### config.mk
export PLATFORM = sky130hd
export DESIGN_NAME = abl_multicycle_core
export DESIGN_NICKNAME = d
export VERILOG_FILES = /design/src/rtl/abl_core_pkg.sv /design/src/rtl/abl_alu_w.sv /design/src/rtl/abl_multicycle_core.sv
export SDC_FILE = /design/constraint.sdc
export NUM_CORES = 1
export LEC_CHECK = 0
export BUFFER_PORTS_ARGS = -buffer_cell sky130_fd_sc_hd__buf_2
export CAP_MARGIN = 20
export CORE_ASPECT_RATIO = 0.6
export CORE_MARGIN = 8
export CORE_UTILIZATION = 45
export CTS_CLUSTER_DIAMETER = 80
export DETAILED_ROUTE_END_ITERATION = 6
export GPL_ROUTABILITY_DRIVEN = 0
export PLACE_DENSITY = 0.74
export SLEW_MARGIN = 30
export SYNTH_ARGS = -nofsm -noshare
export SYNTH_HDL_FRONTEND = slang
export SYNTH_SLANG_ARGS = --single-unit
### constraint.sdc
create_clock -name clk -period 10.38 [get_ports clk]
set_input_delay 1.038 -clock clk [delete_from_list [all_inputs] [get_ports clk]]
set_output_delay 1.038 -clock clk [all_outputs]
set_load 0.05 [all_outputs]
### src/rtl/abl_core_pkg.sv
// Shared encodings for the ABL multi-cycle core: opcodes, FSM states and
// the bit positions of the 16-bit instruction word.
package abl_core_pkg;

  localparam int unsigned INSTR_W = 16;
  localparam int unsigned PC_W    = 8;
  localparam int unsigned OP_W    = 4;
  localparam int unsigned REG_W   = 2;
  localparam int unsigned IMM_W   = 8;
  localparam int unsigned STATE_W = 3;

  localparam int unsigned OP_MSB  = 15;
  localparam int unsigned OP_LSB  = 12;
  localparam int unsigned RA_MSB  = 11;
  localparam int unsigned RA_LSB  = 10;
  localparam int unsigned RB_MSB  = 9;
  localparam int unsigned RB_LSB  = 8;
  localparam int unsigned IMM_MSB = 7;
  localparam int unsigned IMM_LSB = 0;

  localparam logic [OP_W-1:0] OP_NOP = 4'h0;
  localparam logic [OP_W-1:0] OP_LDI = 4'h1;
  localparam logic [OP_W-1:0] OP_ADD = 4'h2;
  localparam logic [OP_W-1:0] OP_SUB = 4'h3;
  localparam logic [OP_W-1:0] OP_AND = 4'h4;
  localparam logic [OP_W-1:0] OP_OR  = 4'h5;
  localparam logic [OP_W-1:0] OP_XOR = 4'h6;
  localparam logic [OP_W-1:0] OP_SHL = 4'h7;
  localparam logic [OP_W-1:0] OP_LD  = 4'h8;
  localparam logic [OP_W-1:0] OP_ST  = 4'h9;
  localparam logic [OP_W-1:0] OP_IN  = 4'hA;
  localparam logic [OP_W-1:0] OP_OUT = 4'hB;
  localparam logic [OP_W-1:0] OP_JMP = 4'hC;
  localparam logic [OP_W-1:0] OP_BZ  = 4'hD;
  localparam logic [OP_W-1:0] OP_BN  = 4'hE;
  localparam logic [OP_W-1:0] OP_HLT = 4'hF;

  localparam logic [STATE_W-1:0] S_WAIT  = 3'd0;
  localparam logic [STATE_W-1:0] S_FETCH = 3'd1;
  localparam logic [STATE_W-1:0] S_EXEC  = 3'd2;
  localparam logic [STATE_W-1:0] S_MEM   = 3'd3;
  localparam logic [STATE_W-1:0] S_HALT  = 3'd4;

endpackage

### src/rtl/abl_alu_w.sv
// Combinational DATA_W-wide ALU for opcodes 2-7; result plus zero/negative flags.
module abl_alu_w
  import abl_core_pkg::*;
#(
  parameter int unsigned DATA_W = 8
) (
  input  logic [OP_W-1:0]   i_op,
  input  logic [DATA_W-1:0] i_a,
  input  logic [DATA_W-1:0] i_b,
  output logic [DATA_W-1:0] o_result_c,
  output logic              o_z_c,
  output logic              o_n_c
);

  logic [DATA_W-1:0] w_result;

  always_comb begin
    w_result = '0;
    case (i_op)
      OP_ADD:  w_result = i_a + i_b;
      OP_SUB:  w_result = i_a - i_b;
      OP_AND:  w_result = i_a & i_b;
      OP_OR:   w_result = i_a | i_b;
      OP_XOR:  w_result = i_a ^ i_b;
      OP_SHL:  w_result = {i_a[DATA_W-2:0], 1'b0};
      default: w_result = '0;
    endcase
  end

  assign o_result_c = w_result;
  assign o_z_c      = (w_result == '0);
  assign o_n_c      = w_result[DATA_W-1];

endmodule

### src/rtl/abl_multicycle_core.sv
// ABL multi-cycle core: tick-throttled WAIT/FETCH/EXEC/MEM/HALT sequencer with
// req/ack instruction and data ports, four GPRs and Z/N flags.
module abl_multicycle_core
  import abl_core_pkg::*;
#(
  parameter int unsigned     DATA_W  = 8,
  parameter int unsigned     CLK_DIV = 1,
  parameter logic [PC_W-1:0] RST_PC  = 8'h00
) (
  input  logic               clk,
  input  logic               rst,
  input  logic [DATA_W-1:0]  in_term,
  output logic [DATA_W-1:0]  out_term,
  output logic               imem_req,
  output logic [PC_W-1:0]    imem_addr,
  input  logic               imem_ack,
  input  logic [INSTR_W-1:0] imem_rdata,
  output logic               dmem_req,
  output logic               dmem_we,
  output logic [PC_W-1:0]    dmem_addr,
  output logic [DATA_W-1:0]  dmem_wdata,
  input  logic               dmem_ack,
  input  logic [DATA_W-1:0]  dmem_rdata,
  output logic               halted
);

  localparam int unsigned        TICK_W    = (CLK_DIV > 1) ? $clog2(CLK_DIV) : 1;
  localparam logic [TICK_W-1:0]  TICK_LAST = TICK_W'(CLK_DIV - 1);

  logic [STATE_W-1:0] r_state;
  logic [STATE_W-1:0] w_next_state;
  logic [TICK_W-1:0]  r_tick_cnt;
  logic               w_tick;

  logic [PC_W-1:0]    r_pc;
  logic [INSTR_W-1:0] r_ir;
  logic [DATA_W-1:0]  r_gpr [4];
  logic [DATA_W-1:0]  r_out_term;
  logic               r_z;
  logic               r_n;
  logic               r_imem_req;
  logic               r_dmem_req;
  logic               r_dmem_we;
  logic [PC_W-1:0]    r_dmem_addr;
  logic [DATA_W-1:0]  r_dmem_wdata;
  logic               r_halted;

  logic [OP_W-1:0]    w_op;
  logic [REG_W-1:0]   w_ra;
  logic [REG_W-1:0]   w_rb;
  logic [IMM_W-1:0]   w_imm;
  logic [DATA_W-1:0]  w_ra_val;
  logic [DATA_W-1:0]  w_rb_val;
  logic [DATA_W-1:0]  w_alu_res;
  logic               w_alu_z;
  logic               w_alu_n;
  logic               w_imem_fire;
  logic               w_dmem_fire;
  logic [PC_W-1:0]    w_pc_inc;

  assign w_op     = r_ir[OP_MSB:OP_LSB];
  assign w_ra     = r_ir[RA_MSB:RA_LSB];
  assign w_rb     = r_ir[RB_MSB:RB_LSB];
  assign w_imm    = r_ir[IMM_MSB:IMM_LSB];
  assign w_ra_val = r_gpr[w_ra];
  assign w_rb_val = r_gpr[w_rb];
  assign w_pc_inc = r_pc + PC_W'(1);

  // Acks are only honoured while the matching request is up.
  assign w_imem_fire = r_imem_req & imem_ack;
  assign w_dmem_fire = r_dmem_req & dmem_ack;
  assign w_tick      = (r_tick_cnt == TICK_LAST);

  abl_alu_w #(
    .DATA_W (DATA_W)
  ) u_alu (
    .i_op       (w_op),
    .i_a        (w_ra_val),
    .i_b        (w_rb_val),
    .o_result_c (w_alu_res),
    .o_z_c      (w_alu_z),
    .o_n_c      (w_alu_n)
  );

  // Free-running step-enable counter.
  always_ff @(posedge clk or negedge rst) begin
    if (!rst) begin
      r_tick_cnt <= '0;
    end else if (w_tick) begin
      r_tick_cnt <= '0;
    end else begin
      r_tick_cnt <= r_tick_cnt + TICK_W'(1);
    end
  end

  always_ff @(posedge clk or negedge rst) begin
    if (!rst) begin
      r_state <= S_WAIT;
    end else begin
      r_state <= w_next_state;
    end
  end

  always_comb begin
    w_next_state = r_state;
    case (r_state)
      S_WAIT:  if (w_tick) w_next_state = S_FETCH;
      S_FETCH: if (w_imem_fire) w_next_state = S_EXEC;
      S_EXEC: begin
        if ((w_op == OP_LD) || (w_op == OP_ST)) begin
          w_next_state = S_MEM;
        end else if (w_op == OP_HLT) begin
          w_next_state = S_HALT;
        end else begin
          w_next_state = S_WAIT;
        end
      end
      S_MEM:   if (w_dmem_fire) w_next_state = S_WAIT;
      S_HALT:  w_next_state = S_HALT;
      default: w_next_state = S_WAIT;
    endcase
  end

  // Datapath and registered handshake outputs; requests track the state being entered.
  always_ff @(posedge clk or negedge rst) begin
    if (!rst) begin
      r_pc         <= RST_PC;
      r_ir         <= '0;
      for (int i = 0; i < 4; i++) r_gpr[i] <= '0;
      r_out_term   <= '0;
      r_z          <= 1'b0;
      r_n          <= 1'b0;
      r_imem_req   <= 1'b0;
      r_dmem_req   <= 1'b0;
      r_dmem_we    <= 1'b0;
      r_dmem_addr  <= '0;
      r_dmem_wdata <= '0;
      r_halted     <= 1'b0;
    end else begin
      r_imem_req <= (w_next_state == S_FETCH);
      r_dmem_req <= (w_next_state == S_MEM);
      r_halted   <= (w_next_state == S_HALT);

      if ((r_state == S_FETCH) && w_imem_fire) begin
        r_ir <= imem_rdata;
      end

      if (r_state == S_EXEC) begin
        case (w_op)
          OP_NOP: r_pc <= w_pc_inc;
          OP_LDI: begin
            r_gpr[w_ra] <= DATA_W'(w_imm);
            r_pc        <= w_pc_inc;
          end
          OP_ADD, OP_SUB, OP_AND, OP_OR, OP_XOR, OP_SHL: begin
            r_gpr[w_ra] <= w_alu_res;
            r_z         <= w_alu_z;
            r_n         <= w_alu_n;
            r_pc        <= w_pc_inc;
          end
          OP_LD, OP_ST: begin
            r_dmem_addr  <= w_imm;
            r_dmem_we    <= (w_op == OP_ST);
            r_dmem_wdata <= w_ra_val;
          end
          OP_IN: begin
            r_gpr[w_ra] <= in_term;
            r_pc        <= w_pc_inc;
          end
          OP_OUT: begin
            r_out_term <= w_ra_val;
            r_pc       <= w_pc_inc;
          end
          OP_JMP: r_pc <= w_imm;
          OP_BZ:  r_pc <= r_z ? w_imm : w_pc_inc;
          OP_BN:  r_pc <= r_n ? w_imm : w_pc_inc;
          OP_HLT: r_pc <= r_pc;
        endcase
      end

      if ((r_state == S_MEM) && w_dmem_fire) begin
        if (!r_dmem_we) r_gpr[w_ra] <= dmem_rdata;
        r_pc <= w_pc_inc;
      end
    end
  end

  assign out_term   = r_out_term;
  assign imem_req   = r_imem_req;
  assign imem_addr  = r_pc;
  assign dmem_req   = r_dmem_req;
  assign dmem_we    = r_dmem_we;
  assign dmem_addr  = r_dmem_addr;
  assign dmem_wdata = r_dmem_wdata;
  assign halted     = r_halted;

endmodule

==> metrics.yaml <==
grt:
  grt_usage_pct: 21.02
  grt_pass1_vias: 4865
  grt_max_degree: 70
  grt_overflow: 0
  grt_pass1_wl_um: 27150
  antenna_found_initial: 0
worst_setup_path:
  crit_slowest_cell: "mux4_1"
  arrival_ps: 4390
  cp-end-kind: "flip-flop"
  reg2regPathDepth: 14
  timing.rr.start: "r_ir[8]"
  cp_max_fo: 9
  worstPathRequired_ps: 10580
  timing.rr.end: "r_gpr[20]"
  worstPathCellList: "mux4_1 -> inv_1 -> ha_1 -> nand2_1 -> o21ai_0 -> xnor2_1 -> ha_1 -> nand2_1 -> o21ai_0 -> nor2b_1 -> a21oi_1 -> nand3_1 -> o22ai_1 -> o21ai_0"
  worstSetupPathType: "flip-flop to flip-flop"
  rrSetupSlack_ps: 6190
  cpMostUsedCell: "o21ai_0"
  slowest_delay_ps: 720
  critPathTopFamily: "compound AO/OA/AOI/OAI gates"
  cp_num_buf_inv: 1
  crit_path_start_kind: "flip-flop"
yosys:
  synthArstFlopShare_pct: 100.0
  synth_top_family_by_area: "compound AO/OA/AOI/OAI gates"
  synth_cell_type_count: 66
  synthAdderAreaFrac_pct: 5.922
  syn-num-nets: 632
  syn_avg_cell_area_um2: 9.860
  synth.cell_area_um2: 5620
  synth_enable_flop_cells: 0
  yosysWarnings: 0
  ys_seq_area_share_pct: 39.63
  synth-compound-area-share_pct: 19.43
  ys_seq_elements: 89
  synth-simple-area-share_pct: 14.80
  yosys.area_share.xor_xnor_pct: 1.670
  synth_ff_type: "dfrtp_1"
  synthCells: 570
  synthMuxAreaShare_pct: 14.74
floorplan:
  dieArea_um2: 16440
  dieWidth_um: 160.3
  die_y_um: 102.6
  rows: 31
  core_um2: 12140
  start_util_pct: 46.29
  ios: 72
sta:
  setup_ws_ps: 6192
  finalHoldViolCount: 0
  timing.clock.skew_ps: 6.684
  tns_ps: 0
  finalCritPeriodShare_pct: 40.34
  max_freq_mhz: 238.8
  period_needed_ps: 4188
  max_slew.worst_pin.slew_ps: 908.0
  setup_violations: 0
  slew_viol_final: 0
  relSlewSlack_pct: 39.10
  rsz0062_at_grt: "false"
drt:
  route.detailed.drc: 0
  avgRoutedWirePerCell_um: 21.65
  wl_um: 17240
  ant_nets: 0
  drt_first_iter_violations: 691
  firstDrtPassIters: 6
  via_count: 5026
  via_per_inst: 6.314
clocking:
  clk_path_buf_depth: 2
  cts_sinks: 89
  cts_resized: 0
  postCtsSetupRepairBufs: 0
  root_buffer: "clkbuf_16"
  htree_levels: 3
  clk-insertion-delay-late_ps: 350
  cts_tree: "done"
  numCtsBuffers: 9
  cts.clk_slew.worst_paths_ps: 70
  hold_buffers: 0
hold_path:
  min_delay_path_depth: 2
  hp-class: "flip-flop to flip-flop"
  worstHoldEndpoint: "dmem_wdata[3]"
  hold_path_startpoint: "dmem_wdata[3]"
layout:
  finalCoreUtilization_pct: 53.28
  num_antenna_cells: 0
  finalNonFillerCells: 796
  fin_nets: 689
  drive_gt1_share_pct: 24.56
  mostFrequentLayoutCell: "dfrtp_1"
  area.growth.synth_to_final_pct: 15.09
  final_cell_mix: "88 x dfrtp_1, 70 x buf_2, 56 x nand2_1, 55 x o21ai_0, 34 x mux2_2"
placed_design:
  pre_cts_slack_ps: 6017
  port_buffers: 71
  hpwl_um: 12780
  dp_cells: 780
status:
  status: "complete, no violations"
run:
  drv_cap: 0
[synthesized netlist by cell type (2+ instances only)]
cell / count / share of area (%)
o2bb2ai_1: 5 / 0.78
nand3_1: 13 / 1.2
mux2i_1: 4 / 0.71
o22a_1: 6 / 0.93
buf_1: 2 / 0.13
nand2b_1: 6 / 0.67
xnor2_1: 7 / 1.1
o32ai_1: 3 / 0.47
mux2_2: 34 / 6.8
a211oi_1: 12 / 1.6
a221o_1: 2 / 0.36
or2_2: 2 / 0.22
and2_1: 3 / 0.33
o21ai_0: 55 / 4.9
inv_1: 23 / 1.5
nor2_1: 30 / 2.0
and3_1: 8 / 0.89
dfrtp_1: 89 / 40
clkbuf_1: 20 / 1.3
a21oi_1: 29 / 2.6
o22ai_1: 11 / 1.2
nor2b_1: 15 / 1.7
a31oi_1: 11 / 1.2
a22oi_1: 5 / 0.67
mux4_1: 6 / 2.8
mux4_2: 11 / 4.4
nand4_1: 2 / 0.22
a21o_1: 6 / 0.80
a221oi_1: 4 / 0.62
o21a_1: 4 / 0.53
nor3b_1: 2 / 0.27
buf_2: 6 / 0.53
o31ai_1: 3 / 0.40
o211ai_1: 2 / 0.27
nor3_1: 19 / 1.7
nand2_1: 56 / 3.7
ha_1: 25 / 5.6
[worst max-delay path by stage]
stage	from	end	slack [ps]	depth (start not counted)
final	r_ir[8]	r_gpr[20]	6190	14
after floorplan	r_ir[8]	r_gpr[15]	7060	13
after detailed placement	r_ir[13]	r_gpr[23]	6020	12
after global placement	r_ir[13]	r_gpr[5]	6340	12
after global routing	r_ir[13]	r_gpr[5]	5840	12
after CTS	r_ir[13]	r_gpr[13]	6000	12
[layout make-up]
cell class | count | area, um2
sequential | 89 | 2228
inverter | 24 | 90.09
timing repair buffer | 75 | 395.4
multi-input combinational | 428 | 3229
tap | 165 | 206.4
clock buffer | 11 | 242.7
clock inverter | 4 | 76.32
fill | 1100 | 5672
[per-layer routing]
metal | vias up | part of all wire (%) | track usage, %
met3 | 28 | 12 | 8.214
li1 | 2224 | - | -
met1 | 2477 | 44 | 28.25
met4 | 0 | 1.2 | 4.714
met5 | - | 0 | 0
met2 | 297 | 43 | 31.59
[state kept, by name, indices dropped and copies added, names as in the netlist]
name	count
dmem_addr	8
dmem_req	1
dmem_wdata	8
dmem_we	1
halted	1
imem_addr	8
imem_req	1
out_term	8
r_gpr	32
r_ir	16
r_n	1
r_state	3
r_z	1
[logic make-up after synthesis]
logic type / after synthesis
AO/OA/AOI/OAI: 170
XOR/XNOR: 9
adder cells (fa/ha/maj): 26
buffers and inverters: 53
flip-flops: 89
multiplexers: 55
AND/OR/NAND/NOR: 168
[per-stage QoR]
step                hold slack [ps]  area, um2
floorplan                     459.5       5620
global placement              455.3       6091
detailed placement            470.3       6128
CTS                           485.3       6447
global route                  510.1       6469
finish                        477.0       6469
[worst register-to-register path: stages, from the launching register on]
cell	delay, ps
dfrtp_1	660
mux4_1	730
inv_1	130
ha_1	180
nand2_1	80
o21ai_0	240
xnor2_1	100
ha_1	330
nand2_1	80
o21ai_0	410
nor2b_1	90
a21oi_1	470
nand3_1	230
o22ai_1	190
o21ai_0	100
Power is not shown: default switching activity piles up to over one toggle a cycle in this logic, so the estimate is an artifact.
